## src/rtl/pmt_phase_histogrammer.sv

```systemverilog
`default_nettype none
// ============================================================================
// Module   : pmt_phase_histogrammer
// Purpose  : PMT leading-edge detector with phase-rotated, saturating
//            sub-bin histogram counters, hit strobe and dead-time holdoff.
// Revision : 1.0  initial release
// ============================================================================
module pmt_phase_histogrammer #(
    parameter int CW = 32,
    parameter int NB = 4
) (
    input  logic                  clk,
    input  logic                  reset,
    input  logic [NB-1:0]         pmt,
    input  logic [2:0]            phaseoffset,
    input  logic                  usefullwidth,
    input  logic                  vetopmtlast,
    input  logic [7:0]            deadticks,
    input  logic                  resethist,
    output logic [NB-1:0][CW-1:0] h,
    output logic                  hit,
    output logic [1:0]            hitbin,
    output logic                  dead
);

    localparam logic [CW-1:0] c_CNT_MAX = '1;

    logic [NB-1:0]         r_cur;
    logic                  r_prev3;
    logic [7:0]            r_deadcnt;
    logic [NB-1:0][CW-1:0] r_h;
    logic                  r_hit;
    logic [1:0]            r_hitbin;

    logic [NB-1:0]         w_pred;
    logic [NB-1:0]         w_succ;
    logic [NB-1:0]         w_qual;
    logic                  w_found;
    logic [1:0]            w_idx;
    logic                  w_accept;
    logic [1:0]            w_bin;
    logic                  w_unused;

    assign w_unused = phaseoffset[2];

    // Sub-bin 0 looks back into the previous word; sub-bin 3 looks ahead into
    // the word arriving on pmt this cycle.
    generate
        for (genvar gi = 0; gi < NB; gi++) begin : g_sub
            if (gi == 0) begin : g_pred_first
                assign w_pred[gi] = vetopmtlast & r_prev3;
            end else begin : g_pred_inner
                assign w_pred[gi] = r_cur[gi-1];
            end
            if (gi == NB-1) begin : g_succ_last
                assign w_succ[gi] = pmt[0];
            end else begin : g_succ_inner
                assign w_succ[gi] = r_cur[gi+1];
            end
            assign w_qual[gi] = r_cur[gi] & ~w_pred[gi] & (~usefullwidth | w_succ[gi]);
        end
    endgenerate

    always_comb begin
        w_found = 1'b0;
        w_idx   = 2'd0;
        for (int i = NB-1; i >= 0; i--) begin
            if (w_qual[i]) begin
                w_found = 1'b1;
                w_idx   = i[1:0];
            end
        end
    end

    assign w_accept = w_found & (r_deadcnt == 8'd0);
    assign w_bin    = w_idx + phaseoffset[1:0];

    always_ff @(posedge clk) begin
        if (reset) begin
            r_cur     <= '0;
            r_prev3   <= 1'b0;
            r_deadcnt <= 8'd0;
            r_hit     <= 1'b0;
            r_hitbin  <= 2'd0;
        end else begin
            r_cur   <= pmt;
            r_prev3 <= r_cur[NB-1];
            r_hit   <= w_accept;
            if (w_accept) begin
                r_hitbin  <= w_bin;
                r_deadcnt <= deadticks;
            end else if (r_deadcnt != 8'd0) begin
                r_deadcnt <= r_deadcnt - 8'd1;
            end
        end
    end

    // A clear coincident with a hit wins; the hit is strobed but not counted.
    always_ff @(posedge clk) begin
        if (reset || resethist) begin
            r_h <= '0;
        end else begin
            for (int b = 0; b < NB; b++) begin
                if (w_accept && (w_bin == b[1:0]) && (r_h[b] != c_CNT_MAX)) begin
                    r_h[b] <= r_h[b] + CW'(1);
                end
            end
        end
    end

    assign h      = r_h;
    assign hit    = r_hit;
    assign hitbin = r_hitbin;
    assign dead   = (r_deadcnt != 8'd0);

endmodule
`default_nettype wire

```

## config.mk

```make
export PLATFORM = sky130hd
export DESIGN_NAME = pmt_phase_histogrammer
export DESIGN_NICKNAME = d
export VERILOG_FILES = /design/src/rtl/pmt_phase_histogrammer.sv
export SDC_FILE = /design/constraint.sdc
export NUM_CORES = 1
export LEC_CHECK = 0
export BUFFER_PORTS_ARGS = -buffer_cell sky130_fd_sc_hd__buf_2
export CAP_MARGIN = 20
export CORE_ASPECT_RATIO = 1.5
export CORE_MARGIN = 1
export CORE_UTILIZATION = 49
export CTS_CLUSTER_SIZE = 20
export DETAILED_ROUTE_END_ITERATION = 7
export PLACE_DENSITY_LB_ADDON = 0.05
export SETUP_SLACK_MARGIN = 0.3
export SLEW_MARGIN = 5
export SYNTH_ARGS = -nofsm -noshare
export SYNTH_HDL_FRONTEND = slang
export SYNTH_SLANG_ARGS = --single-unit
export TNS_END_PERCENT = 5
```

## constraint.sdc

```tcl
create_clock -name clk -period 3.1 [get_ports clk]
set_input_delay 0 -clock clk [delete_from_list [all_inputs] [get_ports clk]]
set_output_delay 0 -clock clk [all_outputs]
set_load 0.03 [all_outputs]
```

* Word level (Yosys, flattened, before mapping) *
Cells that the tools add are included.

operators by class
  add/sub/neg operators = 6
  equality and inequality tests = 7
  muxes and demuxes = 10
  bitwise logic cells = 19
  reductions and logical operators = 13

operators by type and width
  kind                                                                    count
  32-bit by 1-bit adder with 32-bit output (second input constant)        4
  32-bit inequality test (second input constant)                          4
  8-bit two-way mux                                                       2
  1-bit bitwise AND                                                       10
  1-bit logical AND                                                       8
  8-bit zero test                                                         1
  2-bit two-way mux                                                       4
  8-bit nonzero test                                                      1
  8-bit by 1-bit subtractor with 8-bit output (second input constant)     1
  1-bit NOT                                                               5
  2-bit equality test (second input constant)                             2
  1-bit two-way mux                                                       4
  1-bit bitwise OR                                                        4
  2-bit adder                                                             1
  2-bit by 1-bit equality test with 1-bit output (second input constant)  1
  2-bit zero test                                                         1
  2-bit nonzero test                                                      1
  1-bit logical OR                                                        1

word-level totals
  register bits after elaboration = 144
  input bits = 20
  logic and storage cells = 64

* Depth between registers and ports, before layout *
Gate-level depths: netlist of run 1.

  depth after elaboration = 11
  mapped depth = 12
  depth with buffers taken out = 10

* Least setup slack after synthesis of run 1 *
Ideal clock, no wire load.

  kind = reg2reg
  from = reg r_cur[2]
  to = reg r_h, in the netlist h[108]
  setup time = 0.135 ns
  data arrival time = 2.553 ns
  path slack = 0.412 ns
  cell stages (with the launch flop) = 11
  buffers on the path = 1
  clock period less this slack = 2.688 ns
  cells stage by stage = dfxtp_1 -> nand2b_1 -> a221oi_1 -> ha_1 -> xor2_1 -> a221oi_1 -> mux2i_1 -> or3_1 -> clkbuf_1 -> o311ai_0 -> o41ai_1

on the way
  longest elaborated chain between the ends = 11
  elaborated cells between the ends (all ways) = 20
  those cells by class = add/sub (1); eq/ne (1); mux (8); bitwise (8); reduce/logical (2)

RTL lines
  item                               RTL line  source
  from (decl)                        28        logic [NB-1:0] r_cur;
  from (signal assigned)             86        r_cur <= pmt;
  1-bit NOT                          60        assign w_qual[gi] = r_cur[gi] & ~w_pred[gi] & (~usefullwidth | w_succ[gi]);
  1-bit bitwise AND (2 in series)    60
  2-bit two-way mux (4 in series)    68        if (w_qual[i]) begin
  2-bit adder                        76        assign w_bin = w_idx + phaseoffset[1:0];
  2-bit equality test                104       if (w_accept && (w_bin == b[1:0]) && (r_h[b] != c_CNT_MAX)) begin
  1-bit logical AND * (2 in series)  104
  to (signal, indexed assignment)    105       r_h[b] <= r_h[b] + CW'(1);
  to (decl)                          31        logic [NB-1:0][CW-1:0] r_h;

Every way passes the cells marked *; elsewhere a longest branch is shown, timed or not.
A chain may end at the register's enable or synchronous reset.

* Worst setup path after layout of run 1 *
  from = reg r_deadcnt[0]
  to = reg r_h, in the netlist h[80]

on the way
  longest elaborated chain between the ends = 4

RTL lines
  item                             RTL line  source
  from (decl)                      30        logic [7:0] r_deadcnt;
  from (signal assigned)           91        r_deadcnt <= deadticks;
  from (signal assigned)           93        r_deadcnt <= r_deadcnt - 8'd1;
  8-bit zero test                  75        assign w_accept = w_found & (r_deadcnt == 8'd0);
  1-bit bitwise AND                75
  1-bit logical AND (2 in series)  104

Every way passes these cells.

==> impl_results.md, run 1 <==
- Setup crit start kind: flip-flop
- Syn avg cell area: 8.25 um^2
- Leak: 3.46 nW
- Final Max Slew Viols: 0
- Ys async rst share: 0%
- Crit path time final: 2.80 ns
- Slew at the pin closest to its max-slew limit: 0.680 ns
- Synthesis Warnings: 0
- Sequential area share after synthesis: 39.5%
- Via Count: 7354
- WHS Path Cells: 3
- Ports: 152
- Final period util: 90.2%
- Antenna cells: 0
- Drt initial violations: 279
- Root Driver: clkbuf_16
- Layout area overhead: 27.5%
- Worst skew pair latency: 0.42 ns
- PD cells: 526 nW/um^2
- Hold Crit Class: in2reg
- Vias in the first global route: 6573
- CTS buffer count: 17
- Yosys reg bits: 144
- Critical Path End Type: flip-flop
- Critical path type: reg2reg
- WHS Endpoint: r_deadcnt[7]$_SDFFE_PP0P_
- Initial antenna violation count: 1
- Total GRT Usage: 26.2%
- Worst reg2reg endpoint: h[80]$_SDFFE_PP0P_
- Share of post-route cells with drive strength above 1: 23.7%
- Maximum clock path buffer count: 2
- Row count: 54
- Routability cong.: 0.811
- Post-Syn Instances: 884
- Worst VDD drop: 0.315 mV
- Largest net degree at the start of global routing: 42
- Max_cap viols: 0
- Synth top cells by count: dfxtp_1, nor2_1, nand2_1
- Ranking of synthesized cells by area: dfxtp_1, xnor2_1, nor2_1, nand2_1, nor4_1
- Post-Synthesis Cell Area: 7300 um^2
- CTS Sinks: 144
- Fillers: 1333
- I/O Buffers: 150
- Die height: 151 um
- Routed WL: 20600 um
- Worst r2r path cells: 9
- DR WL/cell: 16.1 um
- Die area: 15400 um^2
- Drt pass-1 iters: 4
- Clock-pin slew on the worst setup and hold paths: 0.06 ns
- HP Start: deadticks[7]
- RSZ-0062 raised after global routing: true
- Core area: 14500 um^2
- Max_slew headroom: 54.1%
- Number of hold violations in the final report: 0
- R2R Path Start: r_deadcnt[0]$_SDFFE_PP0P_
- Htree depth: 4
- Cell taking the most area after synthesis: dfxtp_1
- Count leader, synth: dfxtp_1
- Number of enable flip-flop cells after synthesis: 0
- Synth Net Count: 910
- First-pass GRT wire length: 31800 um
- Vias per cell: 5.78
- Total power draw: 0.00490 W
- Register Area: 2880 um^2
- Congestion Overflow GR: 0
- Setup Total Neg Slack: 0 ns
- Clock skew: 0.00942 ns
- Nets: 1091
- Fin util: 64.0%
- DRC viols: 0
- Synth cell types: 57
- WP data required: 3.44 ns
- Yosys top cell area share: 39.5%
- Die width: 102 um
- DP Wirelength: 14200 um
- Final setup violating endpoints: 0
- Peak Freq: 0.357 GHz
- Top_reg_cell synth: dfxtp_1
- Starting density of the core: 50.2%
- CTS tree: built
- Flop-to-flop setup slack: 0.30 ns
- Critical path arrival: 3.14 ns
- Multi-input gate area: 4300 um^2
- DRT antenna net count: 0
- Crit-path max FO: 9
- Outcome: complete, no violations
[metal layers]
metal	share of wire (%)	routed length (um)	vias up	GRT usage, %
li1	-	-	3662	-
met1	42	8670	3462	30.2
met2	51	10400	181	45.8
met3	4.0	829	47	4.94
met4	3.0	607	2	12.6
met5	0.063	13	-	0
[worst max-delay path by stage]
stage / start / to / slack, ns
4_1_cts: r_cur[2]$_SDFF_PP0_ / h[20]$_SDFFE_PP0P_ / 0.22
6_report: r_deadcnt[0]$_SDFFE_PP0P_ / h[80]$_SDFFE_PP0P_ / 0.30
3_3_place_gp: r_cur[2]$_SDFF_PP0_ / h[108]$_SDFFE_PP0P_ / 0.1
3_5_place_dp: r_cur[2]$_SDFF_PP0_ / h[108]$_SDFFE_PP0P_ / 0.07
5_1_grt: r_cur[0]$_SDFF_PP0_ / h[119]$_SDFFE_PP0P_ / 0.17
2_1_floorplan: r_cur[2]$_SDFF_PP0_ / h[108]$_SDFFE_PP0P_ / 0.41
[worst max-delay path: stages, from the launching register on]
cell and delay [ns]:
dfxtp_1 0.34, inv_1 0.07, ha_1 0.17, or3b_1 0.42
nor3_4 0.31, inv_2 0.10, nor2_4 0.29, nand3_1 0.34
or4_1 0.50, a21oi_1 0.18
[state kept, by name, summed over array words and instances (netlist names)]
signal and flops:
hit 1, r_prev3 1, h 128, r_deadcnt 8, hitbin 2, r_cur 4
[what timing repair did]
item	in CTS	in global routing
endpoints found under the setup margin	46	63
hold endpoints to repair	11	0
pin swaps	2	3
buffers inserted	2	9
hold buffers	11	0
gates cloned	0	1
gates resized for setup	8	5
[report_power, final]
| part | internal, W | leakage (nW) | switching (W) |
|---|---|---|---|
| combinational | 0.000281 | 2.00 | 0.000477 |
| clock | 0.00137 | 0.296 | 0.000820 |
| sequential | 0.00190 | 1.16 | 0.0000471 |
[cells by family after synthesis]
family	count (synthesis)	share of synthesized area, %
AOI/OAI and AO/OA	136	12.5
buffers and inverters	59	3.10
and+or+nand+nor	459	33.9
muxes	18	2.50
adders and majority gates	6	1.03
DFF	144	39.5
xor gates and xnor gates	62	7.44
[final cells by class]
type	instances	area share (%)
clock buffer	19	4.76
clock inverter	12	1.96
inverter	20	0.807
multi-input combinational	682	46.2
sequential	144	31.0
tap	196	2.64
timing repair buffer	200	12.7
[cells in the final DEF (no fill, tap or decap), types with 7 or more instances in the layout]
cell / Yosys / routed
a31oi_1: 7 / 7
or4_1: 27 / 26
dfxtp_1: 144 / 144
nor3_1: 22 / 22
and4_1: 14 / 14
buf_2: 4 / 150
dlygate4sd3_1: 0 / 11
nand2_1: 80 / 80
o21a_1: 12 / 12
or3_1: 30 / 28
nor4_1: 47 / 45
nor2_1: 96 / 95
inv_1: 19 / 19
clkbuf_16: 0 / 17
xor2_1: 13 / 13
and3_1: 13 / 13
xnor2_1: 49 / 49
o21ai_0: 15 / 15
a21oi_1: 42 / 42
nand4_1: 34 / 34
buf_4: 0 / 37
o31ai_1: 21 / 21
nor2b_1: 7 / 7
mux2i_1: 16 / 14
nand3_1: 57 / 57
[metrics by stage]
step / hold WS (ns) / setup slack [ns] / cells / instance area [um^2]
final: 0.00142 / 0.303 / 1273 / 9300
after detailed placement: 0.215 / 0.0682 / 1219 / 8400
after global routing: 0.0354 / 0.173 / 1273 / 9300
after global placement: 0.211 / 0.0998 / 1219 / 8400
after floorplan: 0.128 / 0.412 / 884 / 7300
after CTS: 0.00604 / 0.219 / 1263 / 9200
Power figures use the tool's default switching activity.
==> inputs of run 2 (changes only) <==
--- a/config.mk
+++ b/config.mk
@@ -9,7 +9,7 @@
 export CAP_MARGIN = 20
 export CORE_ASPECT_RATIO = 1.5
 export CORE_MARGIN = 1
-export CORE_UTILIZATION = 49
+export CORE_UTILIZATION = 55
 export CTS_CLUSTER_SIZE = 20
 export DETAILED_ROUTE_END_ITERATION = 7
 export PLACE_DENSITY_LB_ADDON = 0.05
==> run 2 against run 1 <==
Against the previous run:
- final area down 0.97%
- worst hold slack better by 0.051 ns
- first-iteration DRC count down 10%
- via count up 1.8%
- wire length down 2.3%
- largest power group unchanged
- utilization up 7.1 points
==> impl_results.md, run 2 (synthesized netlist as in run 1, its figures left out) <==
- CP max stage cell: or3_4
- Worst reg2reg endpoint: h[106]$_SDFFE_PP0P_
- Antenna cells: 0
- DRT antenna net count: 0
- Worst r2r path cells: 11
- Die height: 143 um
- Peak Freq: 0.359 GHz
- Drt initial violations: 251
- WP data required: 3.45 ns
- Final period util: 89.8%
- Psw: 0.00133 W
- Final worst slack: 0.317 ns
- Clock-pin slew on the worst setup and hold paths: 0.06 ns
- PD cells: 514 nW/um^2
- CTS buffer count: 17
- Setup Total Neg Slack: 0 ns
- Commonest cells after routing, fill and taps aside: buf_2, dfxtp_1, nor2_1
- CP Buf/Inv Count: 2
- DRC viols: 0
- Root Driver: clkbuf_16
- Max_slew headroom: 54.1%
- Die area: 13700 um^2
- Critical Path End Type: flip-flop
- Maximum clock path buffer count: 2
- Total power draw: 0.00473 W
- Via Count: 7489
- Setup crit start kind: flip-flop
- Number of hold violations in the final report: 0
- Share of post-route cells with drive strength above 1: 23.9%
- Hold slack: 0.0525 ns
- R2R Path Start: r_cur[2]$_SDFF_PP0_
- Delay-heaviest family, CP: simple AND/OR/NAND/NOR gates
- DR WL/cell: 16.3 um
- Sequential share of power: 41.3%
- Clock skew: 0.0112 ns
- Max_cap viols: 0
- Row count: 51
- Htree depth: 4
- Congestion Overflow GR: 0
- Crit path time final: 2.78 ns
- Core area: 13000 um^2
- DP Wirelength: 14000 um
- Routed WL: 20100 um
- WHS Path Cells: 2
- Sw Share: 28.2%
- Nets: 1087
- Pint: 0.00340 W
- CTS Sinks: 144
- Max incr delay on CP: 0.44 ns
- Worst VDD drop: 0.372 mV
- WHS Endpoint: hitbin[1]$_SDFFE_PP0P_
- CTS tree: built
- Slew at the pin closest to its max-slew limit: 0.683 ns
- Worst Setup Slack post-DPL: 0.145 ns
- Critical path arrival: 3.13 ns
- RSZ-0062 raised after global routing: true
- HP Start: reset
- Clk pwr share: 43.1%
- Vias per cell: 6.07
- Commonest non-fill, non-tap cell in the layout: buf_2
- Final setup violating endpoints: 0
- Routability cong.: 0.854
- Total GRT Usage: 28.9%
- Initial antenna violation count: 0
- Layout area overhead: 26.3%
- Worst skew pair latency: 0.42 ns
- Crit-path max FO: 7
- Leak: 3.42 nW
- Die width: 96.0 um
- Drt pass-1 iters: 5
- Largest net degree at the start of global routing: 35
- Outcome: complete, no violations
- Flop-to-flop setup slack: 0.32 ns
- Final Max Slew Viols: 0
- Critical path type: reg2reg
- Max reg flops: 128
- Starting density of the core: 56.3%
- Combinational fraction of design power: 15.6%
- Hold Crit Class: in2reg
- Critical-path cell list: nand2b_4, a221oi_2, ha_2, xor2_1, a221oi_2, buf_4, mux2i_4, or3_4, buf_4, or4_1, a21oi_1
- Vias in the first global route: 6717
- First-pass GRT wire length: 31400 um
- Ports: 152
- I/O Buffers: 150
[run 2: worst max path at each step]
stage / from / to / slack (ns) / cells after the start
floorplan: r_cur[2]$_SDFF_PP0_ / h[108]$_SDFFE_PP0P_ / 0.41 / 10
finish: r_cur[2]$_SDFF_PP0_ / h[106]$_SDFFE_PP0P_ / 0.32 / 11
detailed placement: r_cur[0]$_SDFF_PP0_ / h[41]$_SDFFE_PP0P_ / 0.14 / 9
global placement: r_cur[2]$_SDFF_PP0_ / h[105]$_SDFFE_PP0P_ / 0.23 / 11
global route: h[1]$_SDFFE_PP0P_ / h[1]$_SDFFE_PP0P_ / 0.20 / 8
CTS: r_cur[0]$_SDFF_PP0_ / h[115]$_SDFFE_PP0P_ / 0.16 / 11
[run 2: power groups by stage]
| stage | clock network (W) | registers (W) | logic, W |
|---|---|---|---|
| floorplan | 0 | 0.00200 | 0.000449 |
| global placement | 0 | 0.00199 | 0.000666 |
| detailed placement | 0 | 0.00199 | 0.000676 |
| CTS | 0.00206 | 0.00195 | 0.000703 |
| global route | 0.00214 | 0.00196 | 0.000799 |
| finish | 0.00204 | 0.00196 | 0.000739 |
[run 2: stage by stage]
step                cell area (um^2)  util [%]  instances
global placement                8330      64.3       1183
finish                          9210      71.1       1233
CTS                             9090      70.1       1230
global route                    9210      71.1       1233
detailed placement              8330      64.3       1183
floorplan                       7300         -        884
[run 2: cell type report]
class                           count  area [um^2]
Fill cell                        1111         3740
Clock buffer                       21          460
Sequential cell                   144         2890
Clock inverter                     11          130
Inverter                           20         75.1
Tap cell                          159          199
Multi-Input combinational cell    681         4330
Timing Repair Buffer              197         1130
[run 2: what timing repair did]
item                                   in CTS  in global routing
hold buffers                               12                  0
endpoints found under the hold margin      12                  0
setup endpoints to repair                  44                 74
buffers inserted                            3                  3
resized for setup                           3                 20
pin swaps                                   1                  4
[run 2: routing by layer]
layer / vias to the layer above / wire length (um) / GRT usage (%)
met4: 0 / 588 / 11.5
met1: 3563 / 8150 / 32.9
met5: - / 0 / 0
li1: 3642 / - / -
met3: 44 / 1000 / 6.12
met2: 240 / 10300 / 51.5
==> inputs of run 3 (changes only) <==
==> constraint.sdc (replaced) <==
create_clock -name clk -period 2.9 [get_ports clk]
set_input_delay 0 -clock clk [delete_from_list [all_inputs] [get_ports clk]]
set_output_delay 0 -clock clk [all_outputs]
set_load 0.03 [all_outputs]
==> run 3 against run 2 <==
Against the previous run:
- worst setup slack worse by 0.12 ns
- clock skew up 0.0067 ns
- utilization up 3.1 points
- via count up 2.1%
- largest power group unchanged
- combinational power up 22%
- first-iteration DRC count up 4.4%
- flip-flop and latch count unchanged
- critical path depth unchanged
==> impl_results.md, run 3 (synthesized netlist as in run 1, its figures left out) <==
- Outcome: complete, no violations
- Setup crit start kind: flip-flop
- Commonest non-fill, non-tap cell in the layout: buf_2
- Worst Setup Slack post-DPL: 0.0266 ns
- Vias per cell: 6.06
- Clock skew: 0.0179 ns
- Leak: 3.62 nW
- Crit path time final: 2.71 ns
- Drt initial violations: 262
- I/O Buffers: 150
- Die height: 143 um
- CP Buf/Inv Count: 1
- Via Count: 7646
- Final setup violating endpoints: 0
- Crit-path max FO: 6
- Final Max Slew Viols: 0
- CP dominant cell by count: a221oi_2
- PD cells: 558 nW/um^2
- Htree depth: 4
- Layout area overhead: 31.8%
- CTS buffer count: 17
- Setup Total Neg Slack: 0 ns
- Critical path arrival: 3.06 ns
- RSZ-0062 raised after global routing: true
- Largest net degree at the start of global routing: 37
- Fillers: 1040
- Fin cells: 1261
- Initial antenna violation count: 0
- Drt pass-1 iters: 5
- Max reg flops: 128
- Core area: 13000 um^2
- Critical path type: reg2reg
- Congestion Overflow GR: 0
- Critical Path End Type: flip-flop
- Met1 Use GR: 34.4%
- Max_slew headroom: 54.4%
- Max_cap viols: 0
- Final period util: 93.3%
- Peak Freq: 0.370 GHz
- Max incr delay on CP: 0.52 ns
- Nets: 1115
- Die area: 13700 um^2
- Ports: 152
- Fin util: 74.3%
- Row count: 51
- Starting density of the core: 56.3%
- Hold Crit Class: in2reg
- Delay-heaviest family, CP: simple AND/OR/NAND/NOR gates
- Routed WL: 20900 um
- DRT antenna net count: 0
- Number of hold violations in the final report: 0
- Total power draw: 0.00537 W
- Most Used Layer, Global Route: met2
- CTS tree: built
- Vias in the first global route: 6779
- Met2 Use GR: 53.1%
- Maximum clock path buffer count: 2
- Commonest cells after routing, fill and taps aside: buf_2, dfxtp_1, nor2_1
- Critical-path cell list: nor2b_4, a21oi_2, a221oi_2, ha_2, xor2_1, a221oi_2, buf_4, mux2i_4, or3_4, or4_1, a21oi_1
- Final worst slack: 0.194 ns
- Die width: 96.0 um
- CP max stage cell: or4_1
- First-pass GRT wire length: 32500 um
- Routability cong.: 0.862
- Clock-pin slew on the worst setup and hold paths: 0.06 ns
- DRC viols: 0
- Share of post-route cells with drive strength above 1: 26.7%
- Placed Instances: 1197
- Total GRT Usage: 30.0%
- Worst VDD drop: 0.417 mV
- CTS Sinks: 144
- Met3 Track Usage GR: 5.75%
- Worst skew pair latency: 0.42 ns
- Slew at the pin closest to its max-slew limit: 0.676 ns
- DR WL/cell: 16.6 um
- DP Wirelength: 14300 um
- Root Driver: clkbuf_16
- Antenna cells: 0
- WP data required: 3.25 ns
[run 3: changes by cell type in the layout (fill, tap and decap cells not counted), moves of 2 or more]
cell / previous run / this run
buf_4: 35 / 54
buf_12: 0 / 4
nor4_4: 1 / 5
dfxtp_1: 142 / 139
nor4_1: 44 / 41
buf_6: 0 / 2
bufinv_16: 2 / 4
clkinvlp_4: 4 / 6
dfxtp_2: 2 / 4
[run 3: routing by layer]
metal	vias to the layer above	share of wire [%]	wire length [um]
met5	-	0	0
met4	0	2.3	486
met3	37	4.8	1010
met2	245	53	11100
met1	3661	40	8300
li1	3703	-	-
[run 3: worst paths after layout]
| path | start | endpoint | slack [ns] | cells past startpoint |
|---|---|---|---|---|
| max | r_cur[1]$_SDFF_PP0_ | h[119]$_SDFFE_PP0P_ | 0.19 | 11 |
| min | deadticks[7] | r_deadcnt[7]$_SDFFE_PP0P_ | 0.04 | 3 |
| max reg2reg | r_cur[1]$_SDFF_PP0_ | h[119]$_SDFFE_PP0P_ | 0.19 | 11 |
| min reg2reg | h[46]$_SDFFE_PP0P_ | h[46]$_SDFFE_PP0P_ | 0.48 | 2 |
[run 3: where the power goes]
group,switching (W),internal [W]
clock,0.000880,0.00149
sequential,0.0000596,0.00203
combinational,0.000548,0.000354
[run 3: worst reg2reg max path, cell delays in order, from the launching register on]
cell and delay [ns]:
dfxtp_4 0.37, nor2b_4 0.13, a21oi_2 0.05, a221oi_2 0.22, ha_2 0.25, xor2_1 0.10
a221oi_2 0.18, buf_4 0.16, mux2i_4 0.10, or3_4 0.45, or4_1 0.52, a21oi_1 0.13
[run 3: repair_timing]
item | 4_1_cts | 5_1_grt
gates cloned | 1 | 1
setup buffers | 6 | 12
endpoints found under the setup margin | 64 | 104
resized for setup | 15 | 24
endpoints found under the hold margin | 12 | 0
hold buffers | 12 | 0
pin swaps | 7 | 9
[run 3: cell type report]
type | count | area (um^2) | share of cell area (%)
clock buffer | 20 | 457 | 4.75
clock inverter | 12 | 183 | 1.90
inverter | 20 | 75.1 | 0.780
multi-input combinational | 682 | 4400 | 45.8
sequential | 144 | 2890 | 30.1
tap | 159 | 199 | 2.07
timing repair buffer | 224 | 1410 | 14.7
[run 3: through the flow]
step | cell area, um^2 | hold WS (ns)
5_1_grt | 9620 | 0.0507
3_3_place_gp | 8470 | 0.238
2_1_floorplan | 7310 | 0.128
6_report | 9620 | 0.0429
3_5_place_dp | 8470 | 0.246
4_1_cts | 9370 | 0.0328
